==> config.mk <==
export PLATFORM = sky130hd
export DESIGN_NAME = modulo_varredura_coluna
export DESIGN_NICKNAME = d
export VERILOG_FILES = /design/src/rtl/modulo_varredura_coluna_pkg.sv /design/src/rtl/modulo_prescaler.sv /design/src/rtl/modulo_varredura_coluna.sv
export SDC_FILE = /design/constraint.sdc
export NUM_CORES = 1
export LEC_CHECK = 0
export CAP_MARGIN = 20
export CORE_MARGIN = 10
export CORE_UTILIZATION = 40
export DETAILED_ROUTE_END_ITERATION = 8
export GPL_TIMING_DRIVEN = 0
export PLACE_DENSITY = 0.66
export SLEW_MARGIN = 10
export SYNTH_ARGS = -nofsm -noshare
export SYNTH_HDL_FRONTEND = slang
export SYNTH_SLANG_ARGS = --single-unit
export TNS_END_PERCENT = 100
==> constraint.sdc <==
create_clock -name clk -period 3.02 [get_ports clk]
set_clock_uncertainty 0.15 [all_clocks]
set_input_delay 0.906 -clock clk [delete_from_list [all_inputs] [get_ports clk]]
set_output_delay 0.906 -clock clk [all_outputs]
set_load 0.01 [all_outputs]
==> src/rtl/modulo_varredura_coluna_pkg.sv <==
// Shared defaults and helpers for the LED-matrix column scan path.
// Holds default geometry and timing, plus the coordinate width.
package modulo_varredura_coluna_pkg;

  localparam int N_COL_DEF       = 5;
  localparam int N_ROW_DEF       = 7;
  localparam int DIV_DEF         = 50000;
  localparam int BLINK_TICKS_DEF = 250;
  localparam int CDC_W           = 4;

  // Counter width able to hold 0..n-1, never narrower than one bit.
  function automatic int width_for(input int n);
    return (n > 1) ? $clog2(n) : 1;
  endfunction

endpackage

==> src/rtl/modulo_prescaler.sv <==
// Divide-by-DIV tick generator: one-cycle tick on the last count while enabled.
// The count holds while en is low, so a paused scan resumes where it left off.
module modulo_prescaler
  import modulo_varredura_coluna_pkg::*;
#(
  parameter int DIV = DIV_DEF
) (
  input  logic clk,
  input  logic rst,
  input  logic en,
  output logic tick
);

  localparam int              CW   = width_for(DIV);
  localparam logic [CW-1:0]   LAST = CW'(DIV - 1);

  logic [CW-1:0] cnt;

  assign tick = en && (cnt == LAST);

  // NOTE: sequential state uses non-blocking assignments so every register
  // samples pre-edge values; rst is synchronous and outranks en.
  always_ff @(posedge clk) begin
    if (rst) begin
      cnt <= '0;
    end else if (en) begin
      cnt <= (cnt == LAST) ? '0 : cnt + 1'b1;
    end
  end

endmodule

==> src/rtl/modulo_varredura_coluna.sv <==
// Column-scan driver for a multiplexed LED matrix with a blinking cursor overlay.
// Cursor coordinate is sampled only at the start of each frame so a frame never tears.
module modulo_varredura_coluna
  import modulo_varredura_coluna_pkg::*;
#(
  parameter int N_COL       = N_COL_DEF,
  parameter int N_ROW       = N_ROW_DEF,
  parameter int DIV         = DIV_DEF,
  parameter int BLINK_TICKS = BLINK_TICKS_DEF
) (
  input  logic                     clk,
  input  logic                     rst,
  input  logic                     en,
  input  logic [CDC_W-1:0]         cdc,
  input  logic [2:0]               cursor_row,
  input  logic [N_COL*N_ROW-1:0]   frame,
  output logic [N_COL-1:0]         col_en,
  output logic [N_ROW-1:0]         row_out,
  output logic                     cursor_on,
  output logic                     coord_err
);

  localparam int                IW         = width_for(N_COL);
  localparam int                BW         = width_for(BLINK_TICKS);
  localparam logic [IW-1:0]     LAST_COL   = IW'(N_COL - 1);
  localparam logic [BW-1:0]     LAST_BLINK = BW'(BLINK_TICKS - 1);
  localparam logic [CDC_W-1:0]  COL_LIMIT  = CDC_W'(N_COL);
  localparam logic [3:0]        ROW_LIMIT  = 4'(N_ROW);

  logic              tick;
  logic [IW-1:0]     scan_idx;   // column painted on the next tick
  logic [BW-1:0]     blink_cnt;
  logic              phase;
  logic [CDC_W-1:0]  lat_cdc;
  logic [2:0]        lat_row;

  logic              frame_start;
  logic              blink_wrap;
  logic [IW-1:0]     idx_next;
  logic [CDC_W-1:0]  eff_cdc;
  logic [2:0]        eff_row;
  logic              eff_err;
  logic              eff_phase;
  logic              in_err;
  logic              cursor_hit;
  logic [N_ROW-1:0]  col_data;
  logic [N_ROW-1:0]  row_mask;
  logic [N_COL-1:0]  col_next;
  logic [N_ROW-1:0]  row_next;

  modulo_prescaler #(
    .DIV (DIV)
  ) u_prescaler (
    .clk  (clk),
    .rst  (rst),
    .en   (en),
    .tick (tick)
  );

  assign frame_start = (scan_idx == '0);
  assign blink_wrap  = (blink_cnt == LAST_BLINK);
  assign idx_next    = (scan_idx == LAST_COL) ? '0 : scan_idx + 1'b1;
  assign in_err      = (cdc >= COL_LIMIT) || ({1'b0, cursor_row} >= ROW_LIMIT);

  // On a frame-start tick the freshly sampled coordinate and the freshly
  // toggled phase already apply to column 0, so both are forwarded here.
  assign eff_cdc   = frame_start ? cdc        : lat_cdc;
  assign eff_row   = frame_start ? cursor_row : lat_row;
  assign eff_err   = frame_start ? in_err     : coord_err;
  assign eff_phase = blink_wrap  ? ~phase     : phase;

  assign cursor_hit = (eff_cdc == CDC_W'(scan_idx)) && eff_phase && !eff_err;
  assign row_mask   = N_ROW'(1) << eff_row;

  // NOTE: every signal written here gets a default first, so no path leaves
  // a value unassigned and no latch is inferred.
  always_comb begin
    col_data = '0;
    col_next = '0;
    for (int c = 0; c < N_COL; c++) begin
      col_next[c] = (scan_idx == IW'(c));
      if (scan_idx == IW'(c)) begin
        col_data = frame[c*N_ROW +: N_ROW];
      end
    end
    row_next = cursor_hit ? (col_data ^ row_mask) : col_data;
  end

  always_ff @(posedge clk) begin
    if (rst) begin
      scan_idx  <= '0;
      blink_cnt <= '0;
      phase     <= 1'b0;
      lat_cdc   <= '0;
      lat_row   <= '0;
      coord_err <= 1'b0;
      col_en    <= '0;
      row_out   <= '0;
    end else if (!en) begin
      col_en  <= '0;
      row_out <= '0;
    end else if (tick) begin
      scan_idx  <= idx_next;
      blink_cnt <= blink_wrap ? '0 : blink_cnt + 1'b1;
      phase     <= eff_phase;
      if (frame_start) begin
        lat_cdc   <= cdc;
        lat_row   <= cursor_row;
        coord_err <= in_err;
      end
      col_en  <= col_next;
      row_out <= row_next;
    end
  end

  assign cursor_on = phase;

endmodule

; After elaboration in Yosys (flattened, before gate mapping)
; Cells that the tools add are included.
[totals]
rom_bits = 0
inputBits = 45
latchBits = 0
n_memories = 0
word_cells = 46
mem_bits_rw = 0
regBits = 48
output_inout_bits = 14
[classes]
div_mod_pow = 0
eq_ne = 7
shift = 1
n_mux = 13
bitwise = 3
reduce_logical = 8
mul = 0
n_lt_le_gt_ge = 2
n_addsub = 3
[ops]
columns = cell, n
row1 = 2-to-1 mux 7 bit, 6
row2 = adder 16 x 1 -> 16 bit (second input constant), 1
row3 = == test 16 bit (second input constant), 1
row4 = 2-to-1 mux 16 bit, 1
row5 = adder 8 x 1 -> 8 bit (second input constant), 1
row6 = == test 8 bit (second input constant), 1
row7 = 2-to-1 mux 8 bit, 1
row8 = left shift 1 x 3 -> 7 bit (first input constant), 1
row9 = bitwise XOR 7 bit, 1
row10 = == test 3 x 2 -> 1 bit (second input constant), 2
row11 = 2-to-1 mux 3 bit, 2
row12 = == test 4 x 3 -> 1 bit, 1
row13 = greater-or-equal comparator 4 x 3 -> 1 bit (second input constant), 1
row14 = 2-to-1 mux 4 bit, 1
row15 = adder 3 x 1 -> 3 bit (second input constant), 1
row16 = == test 3 x 1 -> 1 bit (second input constant), 1
row17 = == test 3 bit (second input constant), 1
row18 = greater-or-equal comparator 3 bit (second input constant), 1
row19 = logical AND 1 bit, 3
row20 = zero test 3 bit, 1
row21 = 2-to-1 mux 1 bit, 2
row22 = NOT 1 bit, 2
row23 = AND reduction 2 bit, 1
row24 = OR reduction 2 bit, 1
row25 = 2 further kinds, 2

; Logic depth before layout (Yosys ltp)
; Gate-level depths: netlist of run 1.
[depth]
depth_word = 8
mapped_depth = 10

; Modules after synthesis
; Synthesis of run 1 repeated with hierarchy kept, for this count alone.
[hier_totals]
cells_unflattened = 318
hier_area_um2 = 2710.1
[by_module_without_submodules]
columns = module, n_inst, cells_each, area_per_inst_um2, seq_area_each_um2
row1 = modulo_varredura_coluna, 1, 234, 1951.9, 640.6
row2 = modulo_prescaler, 1, 84, 758.2, 320.3

; Worst setup path before layout of run 1
; No wires, ideal clock.
[synth_timing]
path_kind = input port to flip-flop
from = in en
to = reg u_prescaler.cnt[13]
slack_ns = 0.693
t_arrival_ns = 2.063
required_ns = 2.756
path_stages = 7
cell_sequence = clkbuf_1 > and4_1 > and3_1 > clkbuf_1 > nand4_1 > xor2_1 > nor2_1
[synth_lines]
columns = element, line_no
row1 = from (decl), modulo_varredura_coluna.sv:13  ; input logic en,
row2 = to (signal assigned), modulo_prescaler.sv:27  ; cnt <= (cnt == LAST) ? '0 : cnt + 1'b1;
row3 = to (decl), modulo_prescaler.sv:17  ; logic [CW-1:0] cnt;

; Worst setup path in the final report of run 1
[layout_timing]
from = in cursor_row[0]
to = reg row_out[6]
[layout_between]
elab_chain_len = 6
elab_cells_between_ends = 9
classes_between = 1 x order compare / 1 x shift / 3 x mux / 1 x bitwise / 3 x reduce/logical
[layout_rtl]
columns = element, line_no
row1 = from (decl), modulo_varredura_coluna.sv:15  ; input logic [2:0] cursor_row,
row2 = greater-or-equal comparator 3 bit, modulo_varredura_coluna.sv:63  ; assign in_err = (cdc >= COL_LIMIT) || ({1'b0, cursor_row} >= ROW_LIMIT);
row3 = logical OR 1 bit, modulo_varredura_coluna.sv:63
row4 = 2-to-1 mux 1 bit, n/a
row5 = zero test 1 bit, modulo_varredura_coluna.sv:72  ; assign cursor_hit = (eff_cdc == CDC_W'(scan_idx)) && eff_phase && !eff_err;
row6 = logical AND 1 bit, modulo_varredura_coluna.sv:72
row7 = 2-to-1 mux 7 bit *, modulo_varredura_coluna.sv:86  ; row_next = cursor_hit ? (col_data ^ row_mask) : col_data;
row8 = to (signal assigned), modulo_varredura_coluna.sv:112  ; row_out <= row_next;
row9 = to (decl), modulo_varredura_coluna.sv:18  ; output logic [N_ROW-1:0] row_out,
; Mark *: on every way between the ends. The rest lies on a longest branch, timed or not.
; A chain may end at the register's enable or synchronous reset.

==> qor.log, run 1 <==
qor: run_status.outcome finished, final reports clean
qor: yosys.syn_inst 340
qor: yosys.avgSynthCellArea 7.912 um2
qor: power_and_ir_drop.internal-power 892.2 uW
qor: setup_path.critPathMaxFanout 7
qor: sta.max_freq 0.3505 GHz
qor: global_route.grt_first_pass_wirelength 11760 um
qor: power_and_ir_drop.share_seq_of_total_power 0.550
qor: power_and_ir_drop.post-layout-total-power 1161 uW
qor: setup_path.critical_path_required 3.10 ns
qor: global_route.largest_net_degree_at_the_start_of_global_routing 16
qor: floorplan.fp.dieArea 10410 um2
qor: route.drt_wl_total 7319 um
qor: hold_path.hold_path_depth 2
qor: setup_path.critPathLaunchType input pin
qor: power_and_ir_drop.power_switching 268.5 uW
qor: clock_network.clock_latency_late_sink 0.30 ns
qor: setup_path.worst_ep_arrival_time 2.93 ns
qor: power_and_ir_drop.clock_power_share 0.352
qor: yosys.yosys_warnings 0
qor: floorplan.floorplan.die.height 102.0 um
qor: place.placement.cell_area 3357 um2
qor: global_route.grt_antenna_before_repair 0
qor: power_and_ir_drop.combinationalPowerShare 0.098
qor: sta.worst_slew_pin_slew 0.7455 ns
qor: power_and_ir_drop.switching_share 0.2313
qor: yosys.mappedNetlistNets 393
qor: route.drt_iter0_markers 78
qor: sta.slew_viol_final 0
qor: route.vias_per_cell 5.366
qor: floorplan.initial_utilization 0.4165
qor: yosys.synth_cell_types 43
qor: finish.fillCellCount 641
qor: sta.timing_hold_violations_final 0
qor: clock_network.max-clock-path-buffers 2
qor: global_route.overall_overflow_remaining_after_global_route 0
qor: finish.utilization 0.5397
qor: route.post-route-drc-count 0
qor: yosys.ys_seq_elements 48
qor: place.post-dp-hpwl 5711 um
qor: finish.drive_gt1_frac 0.05665
qor: yosys.yosysTopAreaCell sky130_fd_sc_hd__dfxtp_1
qor: yosys.synthTopCellsByArea sky130_fd_sc_hd__dfxtp_1 36%, sky130_fd_sc_hd__xor2_1 7.2%, sky130_fd_sc_hd__nor2_1 6.1%
qor: power_and_ir_drop.leakage 0.001219 uW
qor: route.router_iterations_before_antenna_repair 4
qor: clock_network.h_tree_depth_reported_by_cts 2
qor: finish.num-nets-final 458
qor: sta.timing.max_slew.rel_slack 0.5030
qor: run.timing.max_cap.violations 0
qor: finish.layout-area-overhead-vs-synth 29.58%
qor: clock_network.cts_tree yes
qor: clock_network.cts_root_buf sky130_fd_sc_hd__clkbuf_8
qor: route.detail-route-antenna-nets 0
qor: floorplan.rows 29
qor: sta.fin_crit 2.853 ns
qor: sta.setup_viol_count_final 0
qor: route.routed_wire_length_per_instance 15.15 um
qor: sta.period_share 0.9446
qor: finish.finish.instance_area 3486 um2
qor: clock_network.cts_num_sinks 48
qor: sta.setup_total_negative_slack 0 ns
qor: route.dr_total_vias 2592
qor: place.routability_congestion_estimate 0.8246
qor: yosys.seq_area_frac_synth 0.3572
qor: yosys.post-synth-top-area-fraction 0.3572
qor: floorplan.die_width 102.0 um
qor: floorplan.coreArea 6459 um2
qor: setup_path.worst-setup-path-type input pin to flip-flop
qor: clock_network.clk_pin_slew 0.09 ns
qor: clock_network.post_cts_hold_buffer_count 0
qor: power_and_ir_drop.power.density 333.0 nW/um2
qor: yosys.syn-cell-area 2690 um2
qor: sta.worst_hold_slack 0.3198 ns
qor: finish.diodes 0
qor: setup_path.timing.critical_path.to_type flip-flop
qor: global_route.track_usage 0.1370
qor: global_route.first_global_vias 2432
qor: place.count_of_buffers_from_port_buffering 57
qor: hold_path.holdCritPathClass flip-flop to flip-flop
qor: setup_path.reg2regPathDepth 9
qor: power_and_ir_drop.worst_ir_drop_vdd 222.2 uV
qor: clock_network.cts_made_buffers 5
qor: floorplan.num_io_pins 59
-- critical path, stage by stage --
cell	delay (ns)
sky130_fd_sc_hd__clkdlybuf4s50_1	0.57
sky130_fd_sc_hd__nand3_1	0.11
sky130_fd_sc_hd__and4b_1	0.22
sky130_fd_sc_hd__o22ai_1	0.60
sky130_fd_sc_hd__nor4_1	0.19
sky130_fd_sc_hd__xor2_1	0.18
sky130_fd_sc_hd__a21oi_1	0.15
-- per-layer routing --
metal	share of wire	global-route usage
met5	0	0
met4	0.0077	0.02711
met3	0.042	0.03104
met2	0.47	0.2242
met1	0.48	0.1806
-- power by group through the flow --
| stage | registers [uW] | logic [uW] | clock network, uW |
|---|---|---|---|
| after detailed placement | 653 | 111 | 0 |
| final | 638 | 114 | 409 |
| after global placement | 653 | 110 | 0 |
| after CTS | 638 | 112 | 419 |
| after floorplan | 652 | 41.3 | 0 |
| after global routing | 639 | 123 | 450 |
-- area by class of cell --
class | instances | area (um2) | share of cell area
clock inverter | 2 | 13.76 | 0.003948
inverter | 7 | 26.28 | 0.007538
timing repair buffer | 58 | 578.1 | 0.1658
sequential | 48 | 960.9 | 0.2757
buffer | 18 | 76.32 | 0.02190
multi-input combinational | 267 | 1652 | 0.4738
tap | 77 | 96.34 | 0.02764
clock buffer | 6 | 82.58 | 0.02369
-- state kept, by name (all words and copies together) (netlist names) --
register,cells
coord_err,1
col_en,5
row_out,7
cursor_on,1
u_prescaler.cnt,16
lat_row,3
blink_cnt,8
scan_idx,3
lat_cdc,4
-- cells in the final DEF (no fill, tap or decap), types with 4 or more instances in the layout --
cell type,count
sky130_fd_sc_hd__nor2_1,44
sky130_fd_sc_hd__a21oi_1,22
sky130_fd_sc_hd__nor2b_1,17
sky130_fd_sc_hd__nand2b_1,4
sky130_fd_sc_hd__xnor2_1,6
sky130_fd_sc_hd__nand2_1,33
sky130_fd_sc_hd__nand4_1,9
sky130_fd_sc_hd__buf_2,4
sky130_fd_sc_hd__nor4_2,4
sky130_fd_sc_hd__clkdlybuf4s50_1,57
sky130_fd_sc_hd__xor2_1,22
sky130_fd_sc_hd__inv_1,7
sky130_fd_sc_hd__o21ai_0,19
sky130_fd_sc_hd__ha_1,8
sky130_fd_sc_hd__nand3_1,10
sky130_fd_sc_hd__and3_1,4
sky130_fd_sc_hd__clkbuf_1,13
sky130_fd_sc_hd__o221ai_1,7
sky130_fd_sc_hd__dfxtp_1,48
sky130_fd_sc_hd__nor3_1,8
sky130_fd_sc_hd__a22oi_1,7
sky130_fd_sc_hd__or3_1,5
sky130_fd_sc_hd__clkbuf_8,6
sky130_fd_sc_hd__a31oi_1,4
sky130_fd_sc_hd__mux2i_1,4
-- metrics by stage --
stage / cells / setup WS [ns]
after floorplan: 340 / 0.6932
after global placement: 474 / -0.1357
after detailed placement: 474 / -0.2175
after CTS: 482 / 0.05130
after global routing: 483 / -0.01835
final: 483 / 0.1672
-- worst paths after layout --
check | startpoint | to | slack [ns]
worst max-delay path | cursor_row[0] | row_out[6]$_SDFFE_PP0P_ | 0.17
worst min-delay path | lat_cdc[3]$_SDFFE_PP0P_ | lat_cdc[3]$_SDFFE_PP0P_ | 0.32
worst max register to register | scan_idx[2]$_SDFFE_PP0P_ | row_out[5]$_SDFFE_PP0P_ | 0.20
worst min register to register | lat_cdc[3]$_SDFFE_PP0P_ | lat_cdc[3]$_SDFFE_PP0P_ | 0.32
-- cell usage after synthesis (all sizes together) --
cell type,instances
and4,3
a22oi,7
o21ai,19
buf,5
a31oi,4
and4b,1
nand4b,1
nor4b,1
nand2,34
xor2,22
or3,5
nand2b,4
nand4,9
o21a,1
nor3b,2
and2,3
clkbuf,13
ha,8
or4b,2
nand3b,3
o221ai,7
o22ai,1
a21oi,22
nor3,9
nand3,10
mux2i,4
nor2b,17
xnor2,6
or2,1
nor2,45
dfxtp,48
nor4,8
a211oi,2
o311ai,1
or4,1
inv,7
and3,4
-- cells by family after synthesis --
group | count (synthesis) | share of synthesized area
mux | 4 | 0.01488
buf+inv | 25 | 0.03814
fa+ha+maj | 8 | 0.03721
flops | 48 | 0.3572
simple gates | 163 | 0.3195
compound gates | 64 | 0.1419
xor+xnor | 28 | 0.09116
-- repair_timing --
action                                  in CTS  in global routing
endpoints found under the setup margin       0                  6
buffers inserted                             0                  1
resized for setup                            0                  4
No activity file was read; power rests on OpenSTA's default activity.
==> run 2: changes to the inputs <==
--- a/config.mk
+++ b/config.mk
@@ -7,10 +7,10 @@
 export LEC_CHECK = 0
 export CAP_MARGIN = 20
 export CORE_MARGIN = 10
-export CORE_UTILIZATION = 40
+export CORE_UTILIZATION = 39
 export DETAILED_ROUTE_END_ITERATION = 8
 export GPL_TIMING_DRIVEN = 0
-export PLACE_DENSITY = 0.66
+export PLACE_DENSITY = 0.64
 export SLEW_MARGIN = 10
 export SYNTH_ARGS = -nofsm -noshare
 export SYNTH_HDL_FRONTEND = slang
==> run 2 against run 1 <==
  * Wire length up 1.3%
  * Total power down 1.5%
  * Critical path depth up 2
  * Count of clock-buffer cells in the layout down 1
  * Utilization down 2.9 points
  * Global-route usage down 0.28 points
  * Cell count up 0.41%
  * Clock power down 4%
  * Maximum frequency down 0.98%
  * Register-to-register slack worse by 0.06 ns
  * Highest routed layer unchanged
==> qor.log, run 2 (synthesized netlist as in run 1, its figures left out) <==
qor: route.detailroute.wirelength.met2 3453 um
qor: route.post-route-drc-count 0
qor: floorplan.fp.dieArea 10620 um2
qor: power_and_ir_drop.leakage 0.001211 uW
qor: place.count_of_buffers_from_port_buffering 57
qor: global_route.first_global_vias 2423
qor: setup_path.cpPeakStageDelay 0.54 ns
qor: hold_path.holdCritPathClass flip-flop to flip-flop
qor: finish.layout.area.seq 960.9 um2
qor: floorplan.floorplan.die.height 103.1 um
qor: place.dp.cells 477
qor: setup_path.cpMaxStageDelayCell sky130_fd_sc_hd__nor4_1
qor: global_route.overall_overflow_remaining_after_global_route 0
qor: route.met1Wirelength 3612 um
qor: power_and_ir_drop.power.density 331.4 nW/um2
qor: sta.slew_viol_final 0
qor: finish.layout_common_cells 57 x sky130_fd_sc_hd__clkdlybuf4s50_1, 48 x sky130_fd_sc_hd__dfxtp_1, 44 x sky130_fd_sc_hd__nor2_1
qor: finish.registers.top_by_ff_count u_prescaler.cnt
qor: finish.fin_cells 485
qor: sta.timing_hold_violations_final 0
qor: finish.biggestRegsByFlops u_prescaler.cnt: 16 flops, blink_cnt: 8 flops, row_out: 7 flops
qor: finish.diodes 0
qor: global_route.grt_first_pass_wirelength 11670 um
qor: global_route.track_usage 0.1342
qor: setup_path.critPathLaunchType flip-flop
qor: sta.timing.max_slew.rel_slack 0.5521
qor: clock_network.h_tree_depth_reported_by_cts 2
qor: sta.worst_slew_pin_slew 0.6683 ns
qor: sta.setup_ws 0.1391 ns
qor: finish.largest_reg_flops 16
qor: clock_network.clk_pin_slew 0.10 ns
qor: clock_network.cts_made_buffers 5
qor: setup_path.timing.critical_path.cells inv_1 -> ha_1 -> nor2b_1 -> clkbuf_1 -> or3_1 -> nand4_1 -> nor4_1 -> xor2_1 -> a21oi_1
qor: place.routability_congestion_estimate 0.8063
qor: clock_network.post_cts.repair.setup_buffers 0
qor: global_route.grt_antenna_before_repair 0
qor: finish.multi_input_comb_area 1627 um2
qor: route.drt_iter0_markers 101
qor: setup_path.reg2regPathDepth 9
qor: run_status.outcome finished, final reports clean
qor: floorplan.num_io_pins 59
qor: sta.fin_crit 2.881 ns
qor: finish.num-nets-final 457
qor: place.dp_slack -0.1366 ns
qor: route.top_layer_used met4
qor: floorplan.rows 30
qor: route.router_iterations_before_antenna_repair 4
qor: place.post-dp-hpwl 5717 um
qor: run.timing.max_cap.violations 0
qor: clock_network.cts_root_buf sky130_fd_sc_hd__clkbuf_8
qor: setup_path.worst-setup-path-type flip-flop to flip-flop
qor: sta.period_share 0.9539
qor: clock_network.cts_num_sinks 48
qor: hold_path.hold_path_depth 2
qor: clock_network.post_cts_hold_buffer_count 0
qor: setup_path.worst_ep_arrival_time 2.90 ns
qor: route.route.met3.wl 285 um
qor: clock_network.post_cts_resize_count 0
qor: route.vias_per_cell 5.291
qor: setup_path.critical_path_required 3.04 ns
qor: power_and_ir_drop.worst_ir_drop_vdd 212.8 uV
qor: clock_network.cts_tree yes
qor: route.detail-route-antenna-nets 0
qor: clock_network.max-clock-path-buffers 2
qor: finish.fillCellCount 675
qor: floorplan.die_width 103.1 um
qor: sta.max_freq 0.3471 GHz
qor: setup_path.critPathMaxFanout 10
qor: floorplan.initial_utilization 0.3981
qor: floorplan.coreArea 6756 um2
qor: setup_path.timing.critical_path.to_type flip-flop
qor: sta.setup_total_negative_slack 0 ns
qor: global_route.largest_net_degree_at_the_start_of_global_routing 17
qor: finish.utilization 0.5109
qor: clock_network.clock_latency_late_sink 0.31 ns
qor: finish.drive_gt1_frac 0.04691
qor: route.dr_total_vias 2566
qor: finish.layout_commonest_cell sky130_fd_sc_hd__clkdlybuf4s50_1
qor: sta.unrepaired_setup_endpoints_after_global_routing true
qor: finish.layout-area-overhead-vs-synth 28.33%
qor: route.drt_wl_total 7417 um
qor: route.routed_wire_length_per_instance 15.29 um
qor: sta.setup_viol_count_final 0
-- run 2: final cells by class --
cell class / count / area share
Tap cell: 80 / 0.02900
Clock inverter: 3 / 0.006162
Multi-Input combinational cell: 267 / 0.4712
Clock buffer: 5 / 0.01993
Buffer: 18 / 0.02247
Inverter: 7 / 0.007611
Sequential cell: 48 / 0.2784
Timing Repair Buffer: 57 / 0.1653
-- run 2: critical path, delay by kind of cell, from the launching register on --
kind / cells / cell delay, ns
flip-flops: 1 / 0.38
XOR/XNOR: 1 / 0.22
AO/OA/AOI/OAI: 1 / 0.09
adder cells (fa/ha/maj): 1 / 0.24
AND/OR/NAND/NOR: 4 / 1.16
buffers and inverters: 2 / 0.51
-- run 2: worst paths after layout --
path | startpoint | endpoint | slack, ns
hold reg to reg | col_en[4]$_SDFFE_PP0P_ | col_en[4]$_SDFFE_PP0P_ | 0.32
setup reg to reg | scan_idx[0]$_SDFFE_PP0P_ | row_out[4]$_SDFFE_PP0P_ | 0.14
hold / removal | col_en[4]$_SDFFE_PP0P_ | col_en[4]$_SDFFE_PP0P_ | 0.32
setup / recovery | scan_idx[0]$_SDFFE_PP0P_ | row_out[4]$_SDFFE_PP0P_ | 0.14
-- run 2: power by group --
part           switching [uW]  total [uW]  leakage [uW]  internal (uW)
logic                    43.6         112      0.000779           68.8
clock network             228         393     0.0000445            165
registers                3.23         638      0.000387            635
total                     275        1140       0.00121            869
-- run 2: layer usage --
layer  vias up  global-route usage
met2        31              0.2170
met1      1206              0.1801
li1       1323                   -
met4         0             0.03209
met3         6             0.02413
met5         -                   0
-- run 2: per-stage QoR --
| stage | hold WS [ns] | area (um2) | power, uW |
|---|---|---|---|
| after floorplan | 0.2862 | 2690 | 693.5 |
| after CTS | 0.3198 | 3451 | 1154 |
| after global placement | 0.3000 | 3361 | 764.2 |
| final | 0.3211 | 3452 | 1144 |
| after global routing | 0.3301 | 3452 | 1184 |
| after detailed placement | 0.3030 | 3361 | 765.3 |
